**config.mk**
```make
export PLATFORM = sky130hd
export DESIGN_NAME = alu_arb_ctrl
export DESIGN_NICKNAME = d
export VERILOG_FILES = /design/src/rtl/alu_ctrl_pkg.sv /design/src/rtl/alu_rr_arbiter.sv /design/src/rtl/alu_arb_ctrl.sv
export SDC_FILE = /design/constraint.sdc
export NUM_CORES = 1
export LEC_CHECK = 0
export ABC_AREA = 1
export CORE_ASPECT_RATIO = 1.4
export CORE_UTILIZATION = 25
export DETAILED_ROUTE_END_ITERATION = 10
export SLEW_MARGIN = 20
export SYNTH_ARGS = -nofsm -noshare
export SYNTH_HDL_FRONTEND = slang
export SYNTH_SLANG_ARGS = --single-unit
export TNS_END_PERCENT = 30
```
**constraint.sdc**
```tcl
create_clock -name clk -period 3.1 [get_ports clk]
set_input_delay 0.62 -clock clk [delete_from_list [all_inputs] [get_ports clk]]
set_output_delay 0.62 -clock clk [all_outputs]
set_load 0.01 [all_outputs]
```
**src/rtl/alu_ctrl_pkg.sv**
```systemverilog
// Shared types and constants for the ALU request arbiter / sequencer.
package alu_ctrl_pkg;

  typedef enum logic [1:0] {
    IDLE = 2'b00,
    EXEC = 2'b01,
    WAIT = 2'b10,
    RESP = 2'b11
  } state_e;

  // Unit select, taken from alu_fun[3:2]
  localparam logic [1:0] ARITH = 2'b00;
  localparam logic [1:0] LOGIC = 2'b01;
  localparam logic [1:0] CMP   = 2'b10;
  localparam logic [1:0] SHIFT = 2'b11;

  localparam int DEFAULT_TIMEOUT = 8;

endpackage

```
**src/rtl/alu_rr_arbiter.sv**
```systemverilog
// Two-requester grant logic. ALU_ARB_RR_EN selects round-robin; otherwise
// requester 0 has fixed priority and no pointer state exists.
module alu_rr_arbiter (
`ifdef ALU_ARB_RR_EN
  input  logic       clk_i,
  input  logic       rst_ni,
`endif
  input  logic [1:0] req_i,
  input  logic       accept_i,
  output logic [1:0] gnt_o
);

`ifdef ALU_ARB_RR_EN
  logic last_q, last_d;

  // On contention the requester not granted last wins
  always_comb begin
    gnt_o = req_i;
    if (req_i == 2'b11) gnt_o = last_q ? 2'b01 : 2'b10;
    last_d = last_q;
    if (accept_i) last_d = gnt_o[1];
  end

  always_ff @(posedge clk_i or negedge rst_ni) begin
    if (!rst_ni) last_q <= 1'b1;
    else         last_q <= last_d;
  end
`else
  logic unused_accept;
  assign unused_accept = accept_i;

  always_comb begin
    gnt_o = req_i;
    if (req_i == 2'b11) gnt_o = 2'b01;
  end
`endif

endmodule

```
**src/rtl/alu_arb_ctrl.sv**
```systemverilog
// Arbitrates two requesters onto an external ALU and returns one response
// per operation. Optional round-robin arbitration via ALU_ARB_RR_EN.
module alu_arb_ctrl
  import alu_ctrl_pkg::*;
#(
  parameter int DATA_WIDTH = 16,
  parameter int SEL_LINE   = 4,
  parameter int TIMEOUT    = DEFAULT_TIMEOUT
) (
  input  logic                  clk,
  input  logic                  async_rst,
  input  logic                  req0_valid,
  input  logic                  req1_valid,
  output logic                  req0_ready,
  output logic                  req1_ready,
  input  logic [DATA_WIDTH-1:0] req0_a,
  input  logic [DATA_WIDTH-1:0] req0_b,
  input  logic [DATA_WIDTH-1:0] req1_a,
  input  logic [DATA_WIDTH-1:0] req1_b,
  input  logic [SEL_LINE-1:0]   req0_fun,
  input  logic [SEL_LINE-1:0]   req1_fun,
  output logic [DATA_WIDTH-1:0] alu_a,
  output logic [DATA_WIDTH-1:0] alu_b,
  output logic [SEL_LINE-1:0]   alu_fun,
  input  logic [DATA_WIDTH-1:0] arith_out,
  input  logic [DATA_WIDTH-1:0] logic_out,
  input  logic [DATA_WIDTH-1:0] cmp_out,
  input  logic [DATA_WIDTH-1:0] shift_out,
  input  logic                  carry_out,
  input  logic                  arith_flag,
  input  logic                  logic_flag,
  input  logic                  cmp_flag,
  input  logic                  shift_flag,
  output logic                  rsp_valid,
  input  logic                  rsp_ready,
  output logic                  rsp_id,
  output logic [DATA_WIDTH-1:0] rsp_data,
  output logic                  rsp_carry,
  output logic                  rsp_err
);

  localparam int              CNT_W    = $clog2(TIMEOUT + 1);
  localparam logic [CNT_W-1:0] CNT_LAST = CNT_W'(TIMEOUT - 1);

  state_e                  state_q;
  logic [CNT_W-1:0]        cnt_q;
  logic [DATA_WIDTH-1:0]   alu_a_q, alu_b_q, rsp_data_q;
  logic [SEL_LINE-1:0]     alu_fun_q;
  logic                    rsp_valid_q, rsp_id_q, rsp_carry_q, rsp_err_q;
  logic [1:0]              gnt;
  logic                    accept, sel_flag, sel_carry;
  logic [DATA_WIDTH-1:0]   sel_data;

  alu_rr_arbiter u_arb (
`ifdef ALU_ARB_RR_EN
    .clk_i    (clk),
    .rst_ni   (async_rst),
`endif
    .req_i    ({req1_valid, req0_valid}),
    .accept_i (accept),
    .gnt_o    (gnt)
  );

  // Gated by reset so ready stays low while reset is held
  assign req0_ready = async_rst && (state_q == IDLE) && gnt[0];
  assign req1_ready = async_rst && (state_q == IDLE) && gnt[1];
  assign accept     = req0_ready | req1_ready;

  always_comb begin
    sel_flag  = 1'b0;
    sel_data  = '0;
    sel_carry = 1'b0;
    case (alu_fun_q[3:2])
      ARITH: begin sel_flag = arith_flag; sel_data = arith_out; sel_carry = carry_out; end
      LOGIC: begin sel_flag = logic_flag; sel_data = logic_out; end
      CMP:   begin sel_flag = cmp_flag;   sel_data = cmp_out;   end
      SHIFT: begin sel_flag = shift_flag; sel_data = shift_out; end
      default: ;
    endcase
  end

  always_ff @(posedge clk or negedge async_rst) begin
    if (!async_rst) begin
      state_q     <= IDLE;
      cnt_q       <= '0;
      alu_a_q     <= '0;
      alu_b_q     <= '0;
      alu_fun_q   <= '0;
      rsp_valid_q <= 1'b0;
      rsp_id_q    <= 1'b0;
      rsp_data_q  <= '0;
      rsp_carry_q <= 1'b0;
      rsp_err_q   <= 1'b0;
    end else begin
      case (state_q)
        IDLE: if (accept) begin
          alu_a_q   <= gnt[1] ? req1_a   : req0_a;
          alu_b_q   <= gnt[1] ? req1_b   : req0_b;
          alu_fun_q <= gnt[1] ? req1_fun : req0_fun;
          rsp_id_q  <= gnt[1];
          state_q   <= EXEC;
        end
        EXEC: begin
          cnt_q   <= '0;
          state_q <= WAIT;
        end
        WAIT: begin
          if (sel_flag) begin
            rsp_data_q  <= sel_data;
            rsp_carry_q <= sel_carry;
            rsp_err_q   <= 1'b0;
            rsp_valid_q <= 1'b1;
            state_q     <= RESP;
          end else if (cnt_q == CNT_LAST) begin
            rsp_data_q  <= '0;
            rsp_carry_q <= 1'b0;
            rsp_err_q   <= 1'b1;
            rsp_valid_q <= 1'b1;
            state_q     <= RESP;
          end else begin
            cnt_q <= cnt_q + 1'b1;
          end
        end
        RESP: if (rsp_ready) begin
          rsp_valid_q <= 1'b0;
          state_q     <= IDLE;
        end
        default: state_q <= IDLE;
      endcase
    end
  end

  assign alu_a     = alu_a_q;
  assign alu_b     = alu_b_q;
  assign alu_fun   = alu_fun_q;
  assign rsp_valid = rsp_valid_q;
  assign rsp_id    = rsp_id_q;
  assign rsp_data  = rsp_data_q;
  assign rsp_carry = rsp_carry_q;
  assign rsp_err   = rsp_err_q;

endmodule

```
# Word level (Yosys, flattened, before mapping)
# Index checks and enable logic that the tools add are counted.
# W data, S select, Z words.
# word_totals
ff_bits	62
inputBits	146
out_inout_bits	58
elab_cells	62
# classes
addsub	1
n_eq_ne	13
muxes	24
bitwise	1
n_reduce_logical	13
# op_table
operator	count
$mux W16	4
$pmux W16 S4	1
$mux W4	3
$eq A2 B2 Y1 const B	5
$mux W2	5
$reduce_and A3 Y1	3
$ne A2 B2 Y1 const B	4
$pmux W2 S4	1
$pmux W4 S2	1
$mux W1	7
$reduce_bool A2 Y1	3
$add A4 B1 Y4 const B	1
$eq A2 B1 Y1 const B	2
$eq A4 B3 Y1 const B	1
$logic_not A2 Y1	2
$pmux W1 S4	1
$reduce_and A2 Y1	2
$logic_and A1 B1 Y1	3
$ne A3 B3 Y1 const B	1
$pmux W1 S2	1
$or A1 B1 Y1	1

# Logic depth before layout (Yosys ltp)
# depth
ltp_word	6
mapped_depth	9
ltp_nobuf	8

# Modules after synthesis
# Synthesis repeated with hierarchy kept, for this count alone.
# unflattened
hier_cells	395
hier_area_um2	3324.4
# by_module_without_submodules
mod	n_inst	cells_each	area_per_inst_um2	seq_area_each_um2
alu_arb_ctrl	1	392	3313.2	1551.5
alu_rr_arbiter	1	3	11.3	0.0

# Worst setup path before layout
# OpenSTA, ideal clock, no wires.
# synth_path
path_kind	in2out
start	in req1_valid
end	out req1_ready
arrival_time_ns	1.376
required_time_ns	2.480
slack_ns	1.104
cell_stages	6
n_path_buf	2
cell_sequence	inv_1 > nor2_4 > inv_1 > buf_2 > buf_2 > nor2_1
# synth_between
elab_chain_len	3
# synth_rtl
element	line	source
start, declared	alu_arb_ctrl.sv:13	input logic req1_valid,
$eq A2 B2 Y1	alu_rr_arbiter.sv:34	if (req_i == 2'b11) gnt_o = 2'b01;
$mux W2 (*)	alu_rr_arbiter.sv:34	
$logic_and A1 B1 Y1 (*)	alu_arb_ctrl.sv:66	assign req1_ready = async_rst && (state_q == IDLE) && gnt[1];
end, declared	alu_arb_ctrl.sv:15	output logic req1_ready,
# Mark *: on every way between the ends. The rest lies on a longest branch, timed or not.

# Worst setup path in the final report
# Ends and elaborated chain as after synthesis.

==> key figures <==
Timing
  • Setup total negative slack: 0 ns
  • Setup repair after global routing missed its margin: false
  • Count of endpoints failing setup in the final report: 0
  • Min Hold Slack: 0.491 ns
  • Fin. Hold Viols: 0
  • Max Slew Vio Count: 0
  • Slew headroom: approximately a third
  • Slew of the pin with the lowest slew margin: 0.999 ns
  • Post-Route Skew: 0.00413 ns
  • Highest clock frequency the design can meet: roughly 400 MHz
  • PnR worst setup slack: between 0.5 and 0.6 ns
  • Fraction of the cycle the final worst path needs: between 80% and 90%
  • Final worst path period need: 2.53 ns

Worst setup path
  • FF-to-FF End: alu_a[14]$_DFFE_PN0P_
  • Internal reg-to-reg setup slack: between 0.7 and 0.8 ns
  • Worst Reg-to-Reg Cells: 7
  • CP Class: in2out
  • Data arrival time of the worst path: ~1.9 ns
  • CP endpoint: req1_ready
  • Series of cell instances along the critical path: clkdlybuf4s50_1, inv_1, nor2_4, inv_1, nor2_1, clkdlybuf4s50_1
  • Sort of element at the start of the critical path: input port
  • Dominant delay contributor by cell family on the critical path: buffers and inverters
  • Crit Path Max Fanout: 2
  • Max stage delay cell, worst path: sky130_fd_sc_hd__clkdlybuf4s50_1
  • Worst setup path start: req1_valid
  • Data required, critical path: 2.48 ns
  • Slowest stage delay, CP: between 0.5 and 0.6 ns
  • Number of buffer and inverter stages on the critical path: 4
  • Startpoint of the most critical register-to-register path: state_q[0]$_DFFE_PN0P_
  • Number of stages on the worst setup path: 6
  • Crit end category: primary output

Clock tree
  • Number of H-tree levels: 3
  • Reg clk slew, reported paths: roughly 0.060 ns
  • Number of buffers added for setup after CTS: 0
  • Total of cells resized after clock tree synthesis: 0
  • Cell at the root of the clock tree: sky130_fd_sc_hd__clkbuf_16
  • Cts-stage hold buffer count: 0
  • Clock tree from TritonCTS: yes
  • Inserted Clock Buffers: 9
  • CTS max path bufs: 2
  • Later-pin clock latency in the skew report: 0.33 ns
  • CTS sink count: 62

Power
  • Leak pwr: approximately 2.5 nW
  • Pwr dens: ~850 mW/mm²
  • Highest ir drop seen on vdd: approximately 0.42 mV

Die
  • Die Ht: approximately 140 µm
  • Row cnt: 50
  • Overall die area: between 0.01 and 0.015 mm²
  • Die W: slightly above 100 µm
  • Std-Cell Core Area: 0.0134 mm²
  • I/O pin cnt: between 200 and 250
  • Initial Util: 25.6%

Yosys
  • Count of different cell masters after synthesis: 25
  • Warnings from Yosys: 0
  • Top cells by area in the synthesized netlist: sky130_fd_sc_hd__dfrtp_1, sky130_fd_sc_hd__nand2_1, sky130_fd_sc_hd__a31oi_1
  • Sequential area share after synthesis: a little under half
  • Number of synthesized register bits: between 60 and 70
  • Post-synth top area share: a little under half
  • Cells after synthesis: 428
  • Synth Cell Area: ~0.0034 mm²
  • Syn avg cell area: 8.01 µm²
  • Most used flip-flop cell after synthesis: sky130_fd_sc_hd__dfrtp_1
  • Post-synth EDFFs: 0
  • Synth Net Count: between 500 and 600
  • Most used standard cells in the synthesized netlist: sky130_fd_sc_hd__nand2_1, sky130_fd_sc_hd__dfrtp_1, sky130_fd_sc_hd__nor2_1, sky130_fd_sc_hd__a31oi_1, sky130_fd_sc_hd__nand3_1
  • Post-synthesis async set-or-reset flop share: between 90% and 100%
  • Most repeated cell in the gate-level netlist after synthesis: sky130_fd_sc_hd__nand2_1
  • Cell accounting for the most synthesized area: sky130_fd_sc_hd__dfrtp_1

Placement
  • Weighted congestion reported at the end of routability-driven placement: between 0.7 and 0.8
  • Place WS: between 0.5 and 0.6 ns
  • IO buf count: 203
  • Placed cell count: 790
  • Half-perimeter wire length after detailed placement: 8550 µm

Run status
  • Result of the run: finished clean

Routing
  • Per-cell via count in the routed design: 4.41
  • Post-detailed-route DRC marker count: 0
  • Final routed wirelength across all metal layers: around 11000 µm
  • Detailed-route wire length per cell: 13.5 µm
  • Post-route ant nets: 0
  • DR vias: between 3000 and 4000
  • First-pass iteration count of the detailed router: 4
  • 1st-iter DRT viols: 94

Finish
  • Proportion of layout cells with a drive suffix above 1: under 10%
  • Antenna diode instance count: 0
  • Non-filler instance count after layout: a little over 800
  • Area growth from synthesis to layout: 70.7%
  • Count of nets after finishing: 770
  • Number of fill cells in the layout: approximately 1400

Global routing
  • Largest net degree at the start of global routing: 73
  • Overflow left after global routing: 0
  • Global-route wire length before repair: between 15000 and 20000 µm
  • Total routing usage reported by global routing: about 16%
  • Initial antenna violation count: 1
  • Vias in the first global route: between 3000 and 4000

Flow run
  • Max Cap Violations: 0

Worst hold path
  • Type of the tightest min-delay check: reg2reg
==> cell usage in the layout, fill, tap and decap left out, types with 2 or more instances in the layout <==
cell                              count
sky130_fd_sc_hd__nor2_1              47
sky130_fd_sc_hd__o21ai_2              7
sky130_fd_sc_hd__nand3_1             24
sky130_fd_sc_hd__nand2_1            148
sky130_fd_sc_hd__o21ai_1             10
sky130_fd_sc_hd__nor2_4               3
sky130_fd_sc_hd__buf_4                3
sky130_fd_sc_hd__a21oi_1             18
sky130_fd_sc_hd__dfrtp_1             62
sky130_fd_sc_hd__nand4_1              5
sky130_fd_sc_hd__clkinvlp_4           4
sky130_fd_sc_hd__a31oi_1             36
sky130_fd_sc_hd__clkdlybuf4s50_1    202
sky130_fd_sc_hd__clkbuf_16            9
sky130_fd_sc_hd__ha_1                 5
sky130_fd_sc_hd__inv_1               11
sky130_fd_sc_hd__inv_2                3
sky130_fd_sc_hd__nand3_2             16
sky130_fd_sc_hd__bufinv_16            2
==> power by group <==
group          internal (W)  switching [W]
combinational       0.00122        0.00122
sequential          0.00118       0.000273
clock              0.000704       0.000376
==> tightest hold or removal path, cell delays in order (launching register included) <==
cell                      delay, ns
sky130_fd_sc_hd__dfrtp_1       0.35
sky130_fd_sc_hd__nand2_1       0.06
sky130_fd_sc_hd__nand2_1       0.05
==> final cells by class <==
| type | instances | area (µm²) | share of cell area [%] |
|---|---|---|---|
| timing repair buffer | 206 | 2050 | 35.0 |
| multi-input combinational | 325 | 1640 | 28.0 |
| sequential | 62 | 1550 | 26.5 |
| tap | 182 | 228 | 3.89 |
| clock buffer | 9 | 225 | 3.85 |
| clock inverter | 7 | 98.8 | 1.69 |
| inverter | 15 | 57.6 | 0.984 |
==> stage by stage <==
stage	instance area (µm²)	util, %	power [W]
2_1_floorplan	3430	-	0.00281
3_3_place_gp	5520	41.3	0.00390
3_5_place_dp	5520	41.3	0.00395
4_1_cts	5850	43.7	0.00506
5_1_grt	5850	43.7	0.00538
6_report	5850	43.7	0.00497
==> cells by family after synthesis <==
| kind of cell | after synthesis | share of synthesized area (%) |
|---|---|---|
| AO/OA/AOI/OAI | 72 | 12.7 |
| adder cells (fa/ha/maj) | 5 | 1.83 |
| buffers and inverters | 41 | 6.90 |
| flip-flops | 62 | 45.3 |
| AND/OR/NAND/NOR | 248 | 33.3 |
==> registers in the layout (all words and copies together), names as in the netlist <==
register	count
alu_a	16
alu_b	16
rsp_data	16
alu_fun	4
cnt_q	4
state_q	2
rsp_carry	1
rsp_err	1
rsp_id	1
rsp_valid	1
==> how the worst min path moves through the flow <==
stage / endpoint / from / cells past startpoint
2_1_floorplan: alu_a[0]$_DFFE_PN0P_ / async_rst / 0
3_3_place_gp: rsp_valid$_DFFE_PN0P_ / rsp_valid$_DFFE_PN0P_ / 2
3_5_place_dp: rsp_valid$_DFFE_PN0P_ / rsp_valid$_DFFE_PN0P_ / 2
4_1_cts: rsp_valid$_DFFE_PN0P_ / rsp_valid$_DFFE_PN0P_ / 2
5_1_grt: rsp_carry$_DFFE_PN0P_ / rsp_carry$_DFFE_PN0P_ / 2
6_report: rsp_valid$_DFFE_PN0P_ / rsp_valid$_DFFE_PN0P_ / 2
==> routing by layer <==
layer / GRT usage, % / share of wire (%)
met5: 0 / 0.12
met1: 15.9 / 40
met2: 27.4 / 45
met3: 7.63 / 14
met4: 4.81 / 1.0
Note: power is estimated with default switching activity, not from simulation.
